[config.mk]
export PLATFORM = sky130hd
export DESIGN_NAME = test1_seq
export DESIGN_NICKNAME = d
export VERILOG_FILES = /design/src/rtl/test1_seq.sv
export SDC_FILE = /design/constraint.sdc
export NUM_CORES = 1
export LEC_CHECK = 0
export ABC_AREA = 1
export BUFFER_PORTS_ARGS = -buffer_cell sky130_fd_sc_hd__buf_4
export CORE_ASPECT_RATIO = 1.4
export CORE_UTILIZATION = 40
export CTS_CLUSTER_SIZE = 8
export DETAILED_ROUTE_END_ITERATION = 6
export GPL_TIMING_DRIVEN = 0
export MAX_ROUTING_LAYER = met4
export PLACE_DENSITY = 0.63
export RECOVER_POWER = 50
export REMOVE_ABC_BUFFERS = 1
export SETUP_SLACK_MARGIN = 0.1
export SYNTH_ARGS = -nofsm -noshare
export SYNTH_HDL_FRONTEND = slang
export SYNTH_SLANG_ARGS = --single-unit
[constraint.sdc]
create_clock -name clk -period 2.4 [get_ports clk]
set_clock_uncertainty 0.15 [all_clocks]
set_input_delay 0.48 -clock clk [delete_from_list [all_inputs] [get_ports clk]]
set_output_delay 0.48 -clock clk [all_outputs]
set_load 0.01 [all_outputs]
[src/rtl/test1_seq.sv]
// test1_seq: stimulus sequencer and checker for the test1 datapath.
// Each run drives NUM_VEC LFSR vectors on a_out and compares b_in
// against a model of the datapath's two flop stages. It reports a
// saturating mismatch count, the index of the first failure and a pass flag.
module test1_seq #(
    parameter int         NUM_VEC = 16,
    parameter logic [6:0] SEED    = 7'h01,
    parameter int         IDX_W   = 8,
    parameter int         CNT_W   = 8
) (
    input  logic             clk,
    input  logic             rst,
    input  logic             start,
    input  logic             abort,
    output logic [6:0]       a_out,
    input  logic             b_in,
    output logic             busy,
    output logic             done,
    output logic             pass,
    output logic [CNT_W-1:0] mism_cnt,
    output logic [IDX_W-1:0] fail_idx,
    output logic             fail_seen
);

    typedef enum logic [1:0] {
        S_IDLE  = 2'd0,
        S_RUN   = 2'd1,
        S_DRAIN = 2'd2,
        S_DONE  = 2'd3
    } state_t;

    localparam logic [IDX_W-1:0] LAST_K  = IDX_W'(NUM_VEC - 1);
    localparam logic [IDX_W-1:0] FIRST_K = IDX_W'(2);

    state_t           state;
    logic [6:0]       lfsr;     // vector v(k) currently on a_out during RUN
    logic [IDX_W-1:0] k;
    logic             e4_h1;    // e4(v(k-1))
    logic             e4_h2;    // e4(v(k-2))
    logic             e5_h1;    // e5(v(k-1))

    logic expected_b;
    logic cmp_en;
    logic mismatch;
    logic fail_seen_nxt;

    function automatic logic [6:0] lfsr_step(input logic [6:0] v);
        return {v[5:0], v[6] ^ v[5]};
    endfunction

    function automatic logic e4_of(input logic [6:0] v);
        return ~(v[0] & v[1]) & ~v[2];
    endfunction

    function automatic logic e5_of(input logic [6:0] v);
        return v[3] | v[4] | (v[5] & v[6]);
    endfunction

    // Compare qualification: k = 2..NUM_VEC, dropped when abort wins the cycle.
    always_comb begin
        expected_b    = e4_h2 & e5_h1;
        cmp_en        = !abort &&
                        (((state == S_RUN) && (k >= FIRST_K)) || (state == S_DRAIN));
        mismatch      = cmp_en && (b_in != expected_b);
        fail_seen_nxt = fail_seen | mismatch;
    end

    // Sequencer FSM with registered outputs, history pipeline and result tracking.
    always_ff @(posedge clk or posedge rst) begin
        if (rst) begin
            state     <= S_IDLE;
            lfsr      <= SEED;
            k         <= '0;
            e4_h1     <= 1'b0;
            e4_h2     <= 1'b0;
            e5_h1     <= 1'b0;
            a_out     <= 7'h00;
            busy      <= 1'b0;
            done      <= 1'b0;
            pass      <= 1'b0;
            mism_cnt  <= '0;
            fail_idx  <= '1;
            fail_seen <= 1'b0;
        end else begin
            done <= 1'b0;

            if (mismatch) begin
                if (mism_cnt != '1) begin
                    mism_cnt <= mism_cnt + CNT_W'(1);
                end
                if (!fail_seen) begin
                    fail_idx  <= k;
                    fail_seen <= 1'b1;
                end
            end

            case (state)
                S_IDLE: begin
                    if (start) begin
                        state     <= S_RUN;
                        lfsr      <= SEED;
                        a_out     <= SEED;
                        k         <= '0;
                        busy      <= 1'b1;
                        pass      <= 1'b0;
                        mism_cnt  <= '0;
                        fail_idx  <= '1;
                        fail_seen <= 1'b0;
                    end
                end
                S_RUN: begin
                    if (abort) begin
                        state <= S_IDLE;
                        busy  <= 1'b0;
                        a_out <= 7'h00;
                    end else begin
                        e4_h1 <= e4_of(lfsr);
                        e4_h2 <= e4_h1;
                        e5_h1 <= e5_of(lfsr);
                        k     <= k + IDX_W'(1);
                        if (k == LAST_K) begin
                            state <= S_DRAIN;
                            a_out <= 7'h00;
                        end else begin
                            lfsr  <= lfsr_step(lfsr);
                            a_out <= lfsr_step(lfsr);
                        end
                    end
                end
                S_DRAIN: begin
                    busy <= 1'b0;
                    if (abort) begin
                        state <= S_IDLE;
                    end else begin
                        state <= S_DONE;
                        done  <= 1'b1;
                        pass  <= !fail_seen_nxt;
                    end
                end
                default: begin
                    state <= S_IDLE;
                end
            endcase
        end
    end

endmodule

---- Word-level counts from Yosys, hierarchy flattened ----
Index checks and enable logic that the tools add are counted.
storage, ports and cells
  bits in registers ....................... 47
  input port bits ......................... 5
  output and inout bits ................... 27
  word-level logic and storage cells ...... 89
cells by class
  add/subtract/negate cells ............... 2
  magnitude comparators ................... 1
  equal/unequal tests ..................... 11
  muxes and demuxes ....................... 34
  bitwise gates (word level) .............. 11
  reductions and logical operators ........ 17
operators with widths
  cell                                                                                  number
  8-bit two-way mux                                                                     10
  7-bit two-way mux                                                                     5
  7-bit case mux with 2 select lines                                                    2
  8-bit by 1-bit adder with 8-bit output (second input constant)                        2
  8-bit case mux with 2 select lines                                                    1
  2-bit inequality test (second input constant)                                         5
  1-bit two-way mux                                                                     9
  3-bit AND reduction                                                                   3
  8-bit by 4-bit == test with 1-bit output (second input constant)                      1
  8-bit by 2-bit greater-or-equal comparator with 1-bit output (second input constant)  1
  2-bit two-way mux                                                                     4
  8-bit inequality test (second input constant)                                         1
  2-bit case mux with 3 select lines                                                    1
  2-bit AND reduction                                                                   3
  1-bit AND                                                                             4
  4-bit AND reduction                                                                   1
  2-bit nonzero test                                                                    2
  1-bit logical AND                                                                     3
  3-bit by 2-bit inequality test with 1-bit output (second input constant)              1
  1-bit inverter                                                                        3
  1-bit OR                                                                              3
  1-bit case mux with 3 select lines                                                    1
  3-bit nonzero test                                                                    1
  2-bit by 1-bit == test with 1-bit output (second input constant)                      1
  7 further kinds                                                                       8

---- Longest topological paths before layout ----
  word-level depth ........................ 9
  depth in mapped cells ................... 10
  depth with buffers taken out ............ 10

---- Least setup slack after synthesis ----
No wires, ideal clock.
  kind .................................... reg-to-reg
  start point ............................. reg state[1]
  end point ............................... reg fail_idx[0]
  data arrival time ....................... 1.438 ns
  required time ........................... 2.156 ns
  slack ................................... 0.718 ns
  stages on the path, launching flop included .. 11
  path buffers ............................ 1
  period minus slack after synthesis ...... 1.682 ns
  cells stage by stage .................... dfrtp_1 -> inv_1 -> ha_1 -> buf_4 -> nand2_4 -> nand2_2 -> nand3_2 -> nor2_4 -> nand2_1 -> nand2_1 -> nand3_1
between the ends
  cells in the longest elaborated chain, start to end .. 8
ends and longest elaborated chain
  element                                   RTL line  RTL
  from (decl)                               35        state_t state;
  from (signal assigned)                    71        state <= S_IDLE;
  from (signal assigned)                    100       state <= S_RUN;
  from (signal assigned)                    113       state <= S_IDLE;
  2-bit by 1-bit == test with 1-bit output  63        (((state == S_RUN) && (k >= FIRST_K)) || (state == S_DRAIN));
  1-bit logical AND                         63
  1-bit logical OR                          63
  1-bit logical AND                         62        cmp_en = !abort &&
  1-bit logical AND                         64        mismatch = cmp_en && (b_in != expected_b);
  8-bit two-way mux                         87        if (mismatch) begin
  8-bit two-way mux                         99        if (start) begin
  8-bit two-way mux *                       97        case (state)
  to (signal assigned)                      92        fail_idx <= k;
  to (decl)                                 21        output logic [IDX_W-1:0] fail_idx,
Mark *: on every way between the ends. The rest lies on a longest branch, timed or not.
A chain may end at the register's enable or synchronous reset.

---- Final worst setup path ----
Ends and elaborated chain as after synthesis.

==> flow_metrics.tcl <==
set metrics [dict create \
    wl_per_cell_um 12.33 \
    synth_top_cell_by_area "dfrtp_1" \
    clkTransAtPathRegs_ps 90 \
    io_buffers 31 \
    slew_headroom_pct 56.09 \
    worst_slew_pin_slew_ps 657.9 \
    grt_max_degree 33 \
    synth_adder_area_share_pct 4.141 \
    synth_xor_area_share_pct 1.449 \
    drtIter0Drc 95 \
    dpl.hpwl_um 3636 \
    antenna_found_initial 0 \
    seq_area_frac_synth_pct 49.12 \
    n_antenna_cell 0 \
    rows 33 \
    clk_path_buf_depth 2 \
    synthMuxAreaShare_pct 0 \
    area_growth_pct 16.51 \
    finalSetupViolCount 0 \
    cts_buffers 5 \
    vias_per_cell 5.019 \
    cp.depth 9 \
    h-tree-depth 2 \
    die_width_um 67.70 \
    num_vias 2063 \
    syn_area_per_cell_um2 8.031 \
    synthCells 301 \
    grt_usage_pct 18.58 \
    r2r_cells 9 \
    synth.area.top_cells "dfrtp_1 (39%), nand2_1 (13%), dfstp_2 (9.8%)" \
    dp_slack_ps 48.89 \
    synth.distinct_cells 30 \
    cpPeakStageDelay_ps 400 \
    synth-simple-area-share_pct 30.54 \
    hold_violations 0 \
    totalWireLength_um 5068 \
    fin_total_pwr_mw 2.797 \
    slowest_stage "dfrtp_1" \
    worstPathCellList "inv_1 -> ha_2 -> nand2_4 -> nand2_2 -> nand3_2 -> nor2_4 -> nand2_1 -> nand2_1 -> nand3_1" \
    cp.arrival_ps 2060 \
    tritoncts "yes" \
    first_pass_iters 4 \
    initial_utilization_pct 41.23 \
    synth_edf_count 0 \
    critPathBufInv 1 \
    die-area_mm2 0.006362 \
    endpoint_kind "flop" \
    grt_pass1_wl_um 8666 \
    place.gp.congestion 0.8243 \
    drv_slew 0 \
    synth-async-reset-ratio_pct 100.0 \
    grt.overflow.total 0 \
    synth_top_flop_cell "dfrtp_1" \
    final_layout_size_suffix_gt1_share_pct 17.01 \
    crit_type "flop to flop" \
    clock_latency_ps 300 \
    hold_slack_ps 333.6 \
    cp_common_cell "nand2_1" \
    synth_top_family_by_area "simple AND/OR/NAND/NOR gates" \
    synthTopCellsByCount "nand2_1 (84), dfrtp_1 (38), nand3_1 (36), inv_1 (29), nor2_1 (24)" \
    grt_pass1_vias 1955 \
    yosysWarnings 0 \
    nets 353 \
    critPathLaunchType "flop" \
    yosysMostFrequentCell "nand2_1" \
    cts_root_buffer "clkbuf_8" \
    io_pins 32 \
    leakage_nw 1.418 \
    power.density_mw_per_mm2 993.0 \
    ys_ff_latch 47 \
    synth_top_area_share_pct 39.34 \
    status "finished clean" \
    ir_drop_uv 458.9 \
    cts.sinks 47 \
    post-route-min-period_ps 1984 \
    critPathTopFamily "simple AND/OR/NAND/NOR gates" \
    setup_ws_ps 416.0 \
    min_path_type "flop to flop" \
    crit_fanout 9 \
    drtAntennaViolNets 0 \
    drc 0 \
    core-area_mm2 0.005863 \
    required_ps 2470 \
    maxCapViolCount 0 \
    rsz0062_at_grt "no" \
    die_height_um 93.98 \
    netlist_area_mm2 0.002417 \
    fmax_mhz 504.0 \
    synth_compound_area_share_pct 7.971 \
    holdPathStages 2 \
    finalCritPeriodShare_pct 82.67 \
]
-- worst paths after layout --
kind	start	endpoint	slack, ps
max reg2reg	state[1]	fail_idx[0]	420
min	fail_idx[3]	fail_idx[3]	330
min reg2reg	fail_idx[3]	fail_idx[3]	330
max in group asynchronous	rst	fail_idx[4]	760
max	state[1]	fail_idx[0]	420
min in group asynchronous	rst	lfsr[2]	670
-- registers in the layout, summed over array words and instances, names as in the netlist --
name / cells
a_out: 7
e5_h1: 1
done: 1
k: 8
e4_h1: 1
lfsr: 7
mism_cnt: 8
state: 2
e4_h2: 1
fail_seen: 1
busy: 1
pass: 1
fail_idx: 8
-- where the power goes --
group,internal (mW),switching [mW]
clock,0.204,0.270
sequential,1.06,0.155
combinational,0.402,0.707
-- worst reg2reg max path, stage by stage (launching register included) --
cell and delay [ps]:
dfrtp_1 400, inv_1 110, ha_2 350, nand2_4 130, nand2_2 90, nand3_2 80, nor2_4 200, nand2_1 210
nand2_1 110, nand3_1 70
-- cells by family after synthesis --
group,after synthesis
AND/OR/NAND/NOR,166
flip-flops,47
buffers and inverters,40
AO/OA/AOI/OAI,36
adder cells (fa/ha/maj),8
XOR/XNOR,4
-- area by class of cell --
class / count / area [µm²]
Multi-Input combinational cell: 214 / 1071
Clock buffer: 6 / 72.57
Inverter: 35 / 133.9
Sequential cell: 47 / 1187
Clock inverter: 2 / 12.51
Timing Repair Buffer: 37 / 251.5
Fill cell: 607 / 3047
Tap cell: 70 / 87.58
-- timing repair --
item / CTS / global route
setup buffers: 0 / 4
hold endpoints to repair: 5 / 0
hold buffers: 1 / 0
pin swaps: 0 / 1
gates cloned: 0 / 0
resized for setup: 1 / 1
endpoints found under the setup margin: 8 / 17
-- cells in the final DEF, fill, tap and decap left out, types with 2 or more instances in the layout --
master and count:
nand2_1 83, dfrtp_1 38, nand3_1 36, inv_1 30, nor2_1 24, buf_4 23
o21ai_0 14, clkbuf_1 12, o21ai_1 10, dfstp_2 9, a21oi_1 7, nand4_1 7
ha_1 7, clkbuf_8 5, inv_2 4, nand2_2 4, nor3_1 4, xnor2_1 3
nand2_4 2, nor2_2 2, o31ai_1 2
-- layer usage --
metal | track usage [%] | wire (µm) | vias up
met2 | 31.93 | 2649 | 45
met1 | 20.82 | 2144 | 959
li1 | - | - | 1051
met5 | - | 0 | -
met3 | 3.277 | 186 | 8
met4 | 7.092 | 88 | 0
-- per-stage QoR --
stage	TNS [ps]	std cells	area [µm²]	utilization [%]
3_5_place_dp	0	398	2728	46.52
4_1_cts	0	407	2825	48.19
3_3_place_gp	-345.1	397	2708	46.18
6_report	0	411	2816	48.04
5_1_grt	0	411	2816	48.04
2_1_floorplan	0	296	2387	-
No activity file was read; power rests on OpenSTA's default activity.
